--- src/rtl/cpu_run_ctrl_pkg.sv ---
// rtl/cpu_run_ctrl_pkg.sv - shared types and parameter defaults for the run-control sequencer
package cpu_run_ctrl_pkg;

  typedef enum logic [1:0] {
    RC_STOP = 2'd0,
    RC_RUN  = 2'd1,
    RC_STEP = 2'd2
  } rc_state_t;

  localparam int DEBOUNCE_LOG_DEF = 18;
  localparam int HOLD_TICKS_DEF   = 127;
  localparam int BP_W_DEF         = 16;

endpackage

--- src/rtl/cpu_run_ctrl_btn_debounce.sv ---
// rtl/cpu_run_ctrl_btn_debounce.sv - button synchronizer, tick-sampled level, press pulse and long-press detect
module btn_debounce #(
  parameter int HOLD_TICKS = 127
) (
  input  logic clk,
  input  logic resetn,
  input  logic tick,
  input  logic btn,
  output logic press,
  output logic long_press
);

  localparam int CW = $clog2(HOLD_TICKS + 1);

  logic          sync1;
  logic          sync2;
  logic          level;
  logic [CW-1:0] hold_cnt;

  always_ff @(posedge clk or negedge resetn) begin
    if (!resetn) begin
      sync1      <= 1'b0;
      sync2      <= 1'b0;
      level      <= 1'b0;
      press      <= 1'b0;
      long_press <= 1'b0;
      hold_cnt   <= '0;
    end else begin
      sync1      <= btn;
      sync2      <= sync1;
      press      <= 1'b0;
      long_press <= 1'b0;
      if (tick) begin
        level <= sync2;
        press <= sync2 & ~level;
        // Saturating count, so long_press fires exactly once per hold
        if (sync2) begin
          if (hold_cnt < CW'(HOLD_TICKS)) begin
            hold_cnt   <= hold_cnt + 1'b1;
            long_press <= (hold_cnt == CW'(HOLD_TICKS - 1));
          end
        end else begin
          hold_cnt <= '0;
        end
      end
    end
  end

endmodule

--- src/rtl/cpu_run_ctrl.sv ---
// rtl/cpu_run_ctrl.sv - holds, steps, runs or breakpoint-halts the core by gating instruction-fetch ready
module cpu_run_ctrl
  import cpu_run_ctrl_pkg::*;
#(
  parameter int DEBOUNCE_LOG = DEBOUNCE_LOG_DEF,
  parameter int HOLD_TICKS   = HOLD_TICKS_DEF,
  parameter int BP_W         = BP_W_DEF
) (
  input  logic            clk,
  input  logic            resetn,
  input  logic            btn_stop,
  input  logic            btn_run,
  input  logic            btn_step,
  input  logic            bp_en,
  input  logic [BP_W-1:0] bp_addr,
  input  logic            mem_valid,
  input  logic            mem_instr,
  input  logic [31:0]     mem_addr,
  input  logic            gate_en,
  input  logic            mem_ready_in,
  output logic            mem_ready,
  output rc_state_t       state,
  output logic            halted,
  output logic            bp_hit,
  output logic [31:0]     fetch_count
);

  logic [DEBOUNCE_LOG-1:0] div_cnt;
  logic                    tick;
  logic                    stop_press, run_press, step_press, step_long;
  logic                    unused_stop_long, unused_run_long;
  logic [31-BP_W:0]        unused_addr_hi;
  logic                    skip_bp;
  logic                    gated_fetch, bp_match, block, fetch_done;

  always_ff @(posedge clk or negedge resetn) begin
    if (!resetn) div_cnt <= '0;
    else         div_cnt <= div_cnt + 1'b1;
  end

  assign tick = &div_cnt;

  btn_debounce #(.HOLD_TICKS(HOLD_TICKS)) u_stop (
    .clk(clk), .resetn(resetn), .tick(tick), .btn(btn_stop),
    .press(stop_press), .long_press(unused_stop_long)
  );

  btn_debounce #(.HOLD_TICKS(HOLD_TICKS)) u_run (
    .clk(clk), .resetn(resetn), .tick(tick), .btn(btn_run),
    .press(run_press), .long_press(unused_run_long)
  );

  btn_debounce #(.HOLD_TICKS(HOLD_TICKS)) u_step (
    .clk(clk), .resetn(resetn), .tick(tick), .btn(btn_step),
    .press(step_press), .long_press(step_long)
  );

  assign unused_addr_hi = mem_addr[31:BP_W];

  assign gated_fetch = mem_valid & mem_instr & gate_en;
  assign bp_match    = gated_fetch & bp_en & (mem_addr[BP_W-1:0] == bp_addr) & ~skip_bp;

  // A stop press blocks the fetch it coincides with, so a stepping fetch cannot slip through
  assign block = gated_fetch & ((state == RC_STOP) | stop_press |
                                ((state == RC_RUN) & bp_match));

  assign mem_ready  = block ? 1'b0 : mem_ready_in;
  assign fetch_done = gated_fetch & mem_ready;
  assign halted     = (state == RC_STOP);

  always_ff @(posedge clk or negedge resetn) begin
    if (!resetn) begin
      state       <= RC_STOP;
      bp_hit      <= 1'b0;
      skip_bp     <= 1'b1;
      fetch_count <= '0;
    end else begin
      bp_hit <= 1'b0;
      if (fetch_done) fetch_count <= fetch_count + 32'd1;

      if (stop_press) begin
        state <= RC_STOP;
      end else if (run_press | step_long) begin
        state   <= RC_RUN;
        skip_bp <= 1'b1;
      end else if (step_press && state == RC_STOP) begin
        state   <= RC_STEP;
        skip_bp <= 1'b1;
      end else begin
        // Resuming at the breakpoint address must not re-trigger until one fetch completes
        if (fetch_done) skip_bp <= 1'b0;
        if (state == RC_RUN && bp_match) begin
          state  <= RC_STOP;
          bp_hit <= 1'b1;
        end else if (state == RC_STEP && fetch_done) begin
          state <= RC_STOP;
        end
      end
    end
  end

endmodule
--- config.mk ---
export PLATFORM = sky130hd
export DESIGN_NAME = cpu_run_ctrl
export DESIGN_NICKNAME = d
export VERILOG_FILES = /design/src/rtl/cpu_run_ctrl_pkg.sv /design/src/rtl/cpu_run_ctrl_btn_debounce.sv /design/src/rtl/cpu_run_ctrl.sv
export SDC_FILE = /design/constraint.sdc
export NUM_CORES = 1
export LEC_CHECK = 0
export CAP_MARGIN = 20
export CORE_UTILIZATION = 52
export CTS_CLUSTER_SIZE = 30
export DETAILED_ROUTE_END_ITERATION = 16
export PLACE_DENSITY = 0.78
export SYNTH_ARGS = -nofsm -noshare
export SYNTH_HDL_FRONTEND = slang
export SYNTH_HIERARCHICAL = 1
export SYNTH_SLANG_ARGS = --single-unit
--- constraint.sdc ---
create_clock -name clk -period 3.4 [get_ports clk]
set_input_delay 0.68 -clock clk [delete_from_list [all_inputs] [get_ports clk]]
set_output_delay 0.68 -clock clk [all_outputs]
set_load 0.02 [all_outputs]
==> impl_metrics.toml <==
[route]
drt_pass1_iterations = 5
antenna_left = 0
num_vias = 2790
routedWlPerCell_um = 14.9
drtIter0Drc = 113
drc = 0
wl_mm = 7.53
via_per_inst = 5.52

[cts]
path_clk_slew_ns = 0.07
numCtsBuffers = 9
cts_tree = "yes"
cts.sink_count = 74
cts_root_buf = "clkbuf_8"
clock_latency_ns = 0.35
htree_levels = 3
holdBufCountCts = 0
clock_path_buffers = 2

[synthesis]
ys_warn_count = 6
avgSynthCellArea_um2 = 10.7
syn-cell-area_um2 = 3600
synth_fp_nets = 400
syn-instance-count = 338

[timing]
maxSlewHeadroom = 0.485
skew_ns = 0.00966
setup_violations = 0
layout_setup_ws_ns = 0.210
finalCritPeriodShare = 0.938
period_needed_ns = 3.19
hold_viol_final = 0
setup_tns_ns = 0
rsz0062_at_grt = "no"
worst_pin_slew_ns = 0.772
max_freq_mhz = 314
slew_viol_final = 0
holdWs_ns = 0.355

[worst_hold_path]
min-delay-start = "u_step/sync1"
holdPathStages = 0
hold_class = "register to register"

[worst_setup_path]
reg2regPathDepth = 8
timing.rr.start = "div_cnt[2]"
worstPathCellList = "clkdlybuf4s50_1 > xnor2_1 > nand4_1 > or3_4 > nor4_4 > nor3_1 > o21a_1 > clkbuf_2"
worstSetupStartpoint = "bp_addr[7]"
path_max_fanout = 2
arrival_ns = 2.51
cp-start-kind = "input port"
crit_slowest_cell = "clkdlybuf4s50_1"
crit_type = "input port to output port"
required_ns = 2.72
cp-end-kind = "output port"
crit_path_max_incr_delay_ns = 0.42

[flow_run]
cap_violations = 0

[cells_and_area]
fin_area_um2 = 4750
nets = 485
insertedDiodeCount = 0
drive_gt1_frac = 0.114
syn2layout_area_growth_pct = 31.8
final_cells = 505
fill_cells = 465
fin_util = 0.727

[floorplan]
rows = 29
ios = 95
die_width_um = 85.3
die_area_um2 = 7270
die_h_um = 85.3
initial_core_util = 0.552
core_um2 = 6530

[power]
p_leak_nw = 2.13
power_mw = 1.96
ir_worst_vdd_v = 0.000455
p_per_area_nw_per_um2 = 413

[global_routing]
antenna_found_initial = 0
grt_pass1_wl_mm = 13.0
grt_usage = 0.229
grt.overflow.total = 0
grt_pass1_vias = 2859
grt_max_degree = 42

[place]
place_area_um2 = 4480
dp_hpwl_mm = 5.51
place_inst = 488
gp_congestion = 0.818
numPortBuffers = 78
dpl_worst_slack_ns = -0.178

[outcome]
status = "completed"
[final cells by class]
cell class                 count  area (um^2)  share of cell area
clock buffer                  10          138              0.0290
inverter                      12         45.0             0.00948
tap                           77         96.3              0.0203
multi-input combinational    238         1670               0.352
timing repair buffer          88          858               0.181
sequential                    74         1850               0.390
clock inverter                 6         88.8              0.0187
[final timing paths]
path                                           end  slack (ns)
worst max-delay path                     mem_ready        0.21
worst min-delay path                  u_step/sync2        0.35
worst max register to register  u_step/hold_cnt[0]        0.75
worst min register to register        u_step/sync2        0.35
max in group asynchronous                  skip_bp        2.27
min in group asynchronous          fetch_count[12]        0.40
[critical path: cells and delay by family]
kind | cells | cell delay [ns]
buffers and inverters | 2 | 0.57
AOI/OAI and AO/OA | 1 | 0.17
xor gates and xnor gates | 1 | 0.25
and+or+nand+nor | 4 | 0.84
[timing repair]
action / in CTS / in global routing
buffers inserted: 0 / 1
pin swaps: 0 / 1
gates resized for setup: 1 / 8
setup endpoints to repair: 1 / 1
[flip-flops by register name, summed over array words and instances (netlist names), 2 cells and up]
signal / cells
fetch_count: 32
state: 2
div_cnt: 18
u_step/hold_cnt: 7
[per-layer routing]
layer	GRT usage	wire length, um	part of all wire
met1	0.281	3320	0.44
met2	0.388	3810	0.51
met3	0.0671	310	0.041
met4	0.0758	93	0.012
met5	0	0	0
[power by group]
part | internal, mW | leakage [nW] | total (mW) | switching, mW
Sequential | 0.905 | 0.976 | 0.949 | 0.0438
Clock | 0.434 | 0.109 | 0.759 | 0.325
Combinational | 0.132 | 1.05 | 0.254 | 0.121
[cells in the final DEF, fill, tap and decap left out, types with 3 or more instances in the layout]
cell             count
nand4_1             15
nor3_1              11
and2_1               3
nor4b_1              3
buf_4                9
nor4_1              17
nand3_1             29
xor2_1              33
xnor2_2              6
nand2_1             25
clkbuf_8            10
dfrtp_1             73
inv_1               12
a21oi_1              4
o21ai_0              6
and4_1               3
a31oi_1              3
clkdlybuf4s50_1     76
and3_1               7
ha_1                 4
xnor2_1             24
nor2_1              14
Power figures use the tool's default switching activity.
==> edit: new RTL, same flow settings <==
Change the package constant `HOLD_TICKS_DEF` from 127 to 254.
--- a/src/rtl/cpu_run_ctrl_pkg.sv
+++ b/src/rtl/cpu_run_ctrl_pkg.sv
@@ -8,7 +8,7 @@
   } rc_state_t;
 
   localparam int DEBOUNCE_LOG_DEF = 18;
-  localparam int HOLD_TICKS_DEF   = 127;
+  localparam int HOLD_TICKS_DEF   = 254;
   localparam int BP_W_DEF         = 16;
 
 endpackage
Check against the original RTL: same outputs for any inputs over 10 cycles, from zero or initial values and one cycle with resetn low; that may be too few to reach the edited logic, so the function may still have changed.
==> edit against the original RTL <==
Area after synthesis is 2.0% higher; die area increased by 1.9%; design area up 0.82%; global-route usage down 0.51 points; total power down 1.2%; wire length rose by 2.9%; fmax is 0.68% lower; worst setup slack worse by 22 ps; via count grew 4.3%; sequential cell count increased by 1; clock power down 4.3%; critical path type unchanged; largest power group unchanged.
==> edit: results (changes against the original RTL) <==
Detailed routing
  – Vias: 2911 (was 2790)
  – Wirelength per Cell: 14.40 um (was 14.91 um)
  – DRT Pass-1 Iters: 4 (was 5)
  – Initial DRC Count: 96 (was 113)

Global routing
  – Initial antenna violation count: 0 (unchanged)
  – Largest net degree at the start of global routing: 76 (was 42)
  – GRT Overall Usage: 0.2234 (was 0.2286)
  – First-pass GRT wire length: 12870 um (was 13010 um)

Place
  – Routability cong.: 0.8154 (was 0.8178)
  – Worst slack, placed: -200.5 ps (was -177.7 ps)
  – DPL Wire Length: 5447 um (was 5510 um)
  – Post-DP Area: 4532 um^2 (was 4477 um^2)
  – Port Buf Inserts: 78 (unchanged)
  – Post-Place Cells: 521 (was 488)

Clock network
  – H-tree depth: 3 (unchanged)
  – Worst-path clk slew: 70 ps (about the same)
  – CTS Buf Count: 9 (unchanged)
  – Max Buffers Root-to-Sink: 2 (unchanged)
  – Worst-Skew Late Latency: 340 ps
  – Root buf cell: clkbuf_8 (unchanged)

Critical path
  – FF-to-FF Start: div_cnt[2] (unchanged)
  – Max FO, Critical Path: 2 (unchanged)
  – Reg2Reg Depth: 9 (was 8)
  – Reg2reg end: u_step/hold_cnt[5] (was u_step/hold_cnt[0])
  – R2r setup slk: 770 ps (was 750 ps)
  – Critical path launch point: bp_addr[13] (was bp_addr[7])
  – Arrival time at the worst endpoint: 2530 ps (was 2510 ps)

STA
  – Setup Skew: 10.87 ps (was 9.659 ps)
  – Hold_ws: 350.7 ps (was 354.6 ps)
  – Rel. slew slack: 0.3934 (was 0.4855)
  – Final Hold Viols: 0 (unchanged)

Layout
  – Fillers: 499 (was 465)
  – Nets: 499 (was 485)
  – Biggest regs: fetch_count (32), div_cnt (18), u_step/hold_cnt (8) (was fetch_count (32), div_cnt (18), u_step/hold_cnt (7))
  – Finished Layout Cells: 538 (was 505)
  – Layout cells sized above 1: 0.1063 (was 0.1145)
  – N_diodes: 0 (unchanged)

Min path
  – Hold Path Sink: u_run/sync2 (was u_step/sync2)
  – Hold_sp: u_run/sync1 (was u_step/sync1)
  – HP Class: register to register (unchanged)
  – Hold path depth: 0 (unchanged)

Logic synthesis
  – Syn_area_per_cell: 10.38 um^2 (was 10.66 um^2)
  – Synth Warn #: 6 (unchanged)
  – Synthesized net count: 416 (was 400)

Outcome
  – Outcome: finished, final reports clean (unchanged)

Power and ir drop
  – Net switching power: 0.4772 mW (was 0.4901 mW)
  – Leakage: 2.128 nW (was 2.131 nW)
  – Peak supply drop: 0.4059 mV (was 0.4550 mV)
## edit: changes by cell type in the layout (fill, tap and decap cells not counted), moves of 3 or more
cell	change
a31oi_1	-3
nand2_2	+3
nand3_1	+3
nor2_1	+4
nor3_1	+3
inv_1	+3
a21oi_1	+4
## edit: critical path, cell delays in order
cell	delay, ps
clkdlybuf4s50_1	440
xnor2_1	230
nand4_1	140
or3_4	400
nor4_4	240
nor3_1	70
o21a_1	170
clkbuf_2	160
## edit: final cells by class
class | count | area, um^2 | share of cell area
timing repair buffer | 86 | 833.3 | 0.1740
multi-input combinational | 250 | 1692 | 0.3532
clock buffer | 11 | 131.4 | 0.02743
clock inverter | 5 | 78.83 | 0.01646
inverter | 15 | 56.30 | 0.01176
tap | 96 | 120.1 | 0.02508
sequential | 75 | 1878 | 0.3921
## edit: power by group through the flow
stage               sequential [mW]  combinational [mW]  clock, mW
floorplan                     0.989              0.0838          0
global placement              0.972               0.237          0
detailed placement            0.974               0.245          0
CTS                           0.957               0.245      0.747
global route                  0.961               0.271      0.777
finish                        0.959               0.252      0.726
## edit: how the worst max path moves through the flow
stage / to / slack (ps) / depth (start not counted)
6_report: mem_ready / 190 / 8
5_1_grt: mem_ready / 70 / 8
4_1_cts: mem_ready / 10 / 8
3_5_place_dp: mem_ready / -200 / 8
3_3_place_gp: mem_ready / -180 / 8
2_1_floorplan: u_step/hold_cnt[5] / 400 / 10
## edit: repair_timing
item / 4_1_cts / 5_1_grt
pin swaps: 0 / 2
endpoints found under the setup margin: 1 / 1
buffers inserted: 0 / 1
gates resized for setup: 1 / 8
## edit: metal layers
layer / global-route usage / vias up / routed length [um]
li1: - / 1407 / -
met1: 0.2723 / 1414 / 3264
met2: 0.3788 / 75 / 4063
met3: 0.06256 / 15 / 267
met4: 0.08182 / 0 / 151
met5: 0 / - / 0
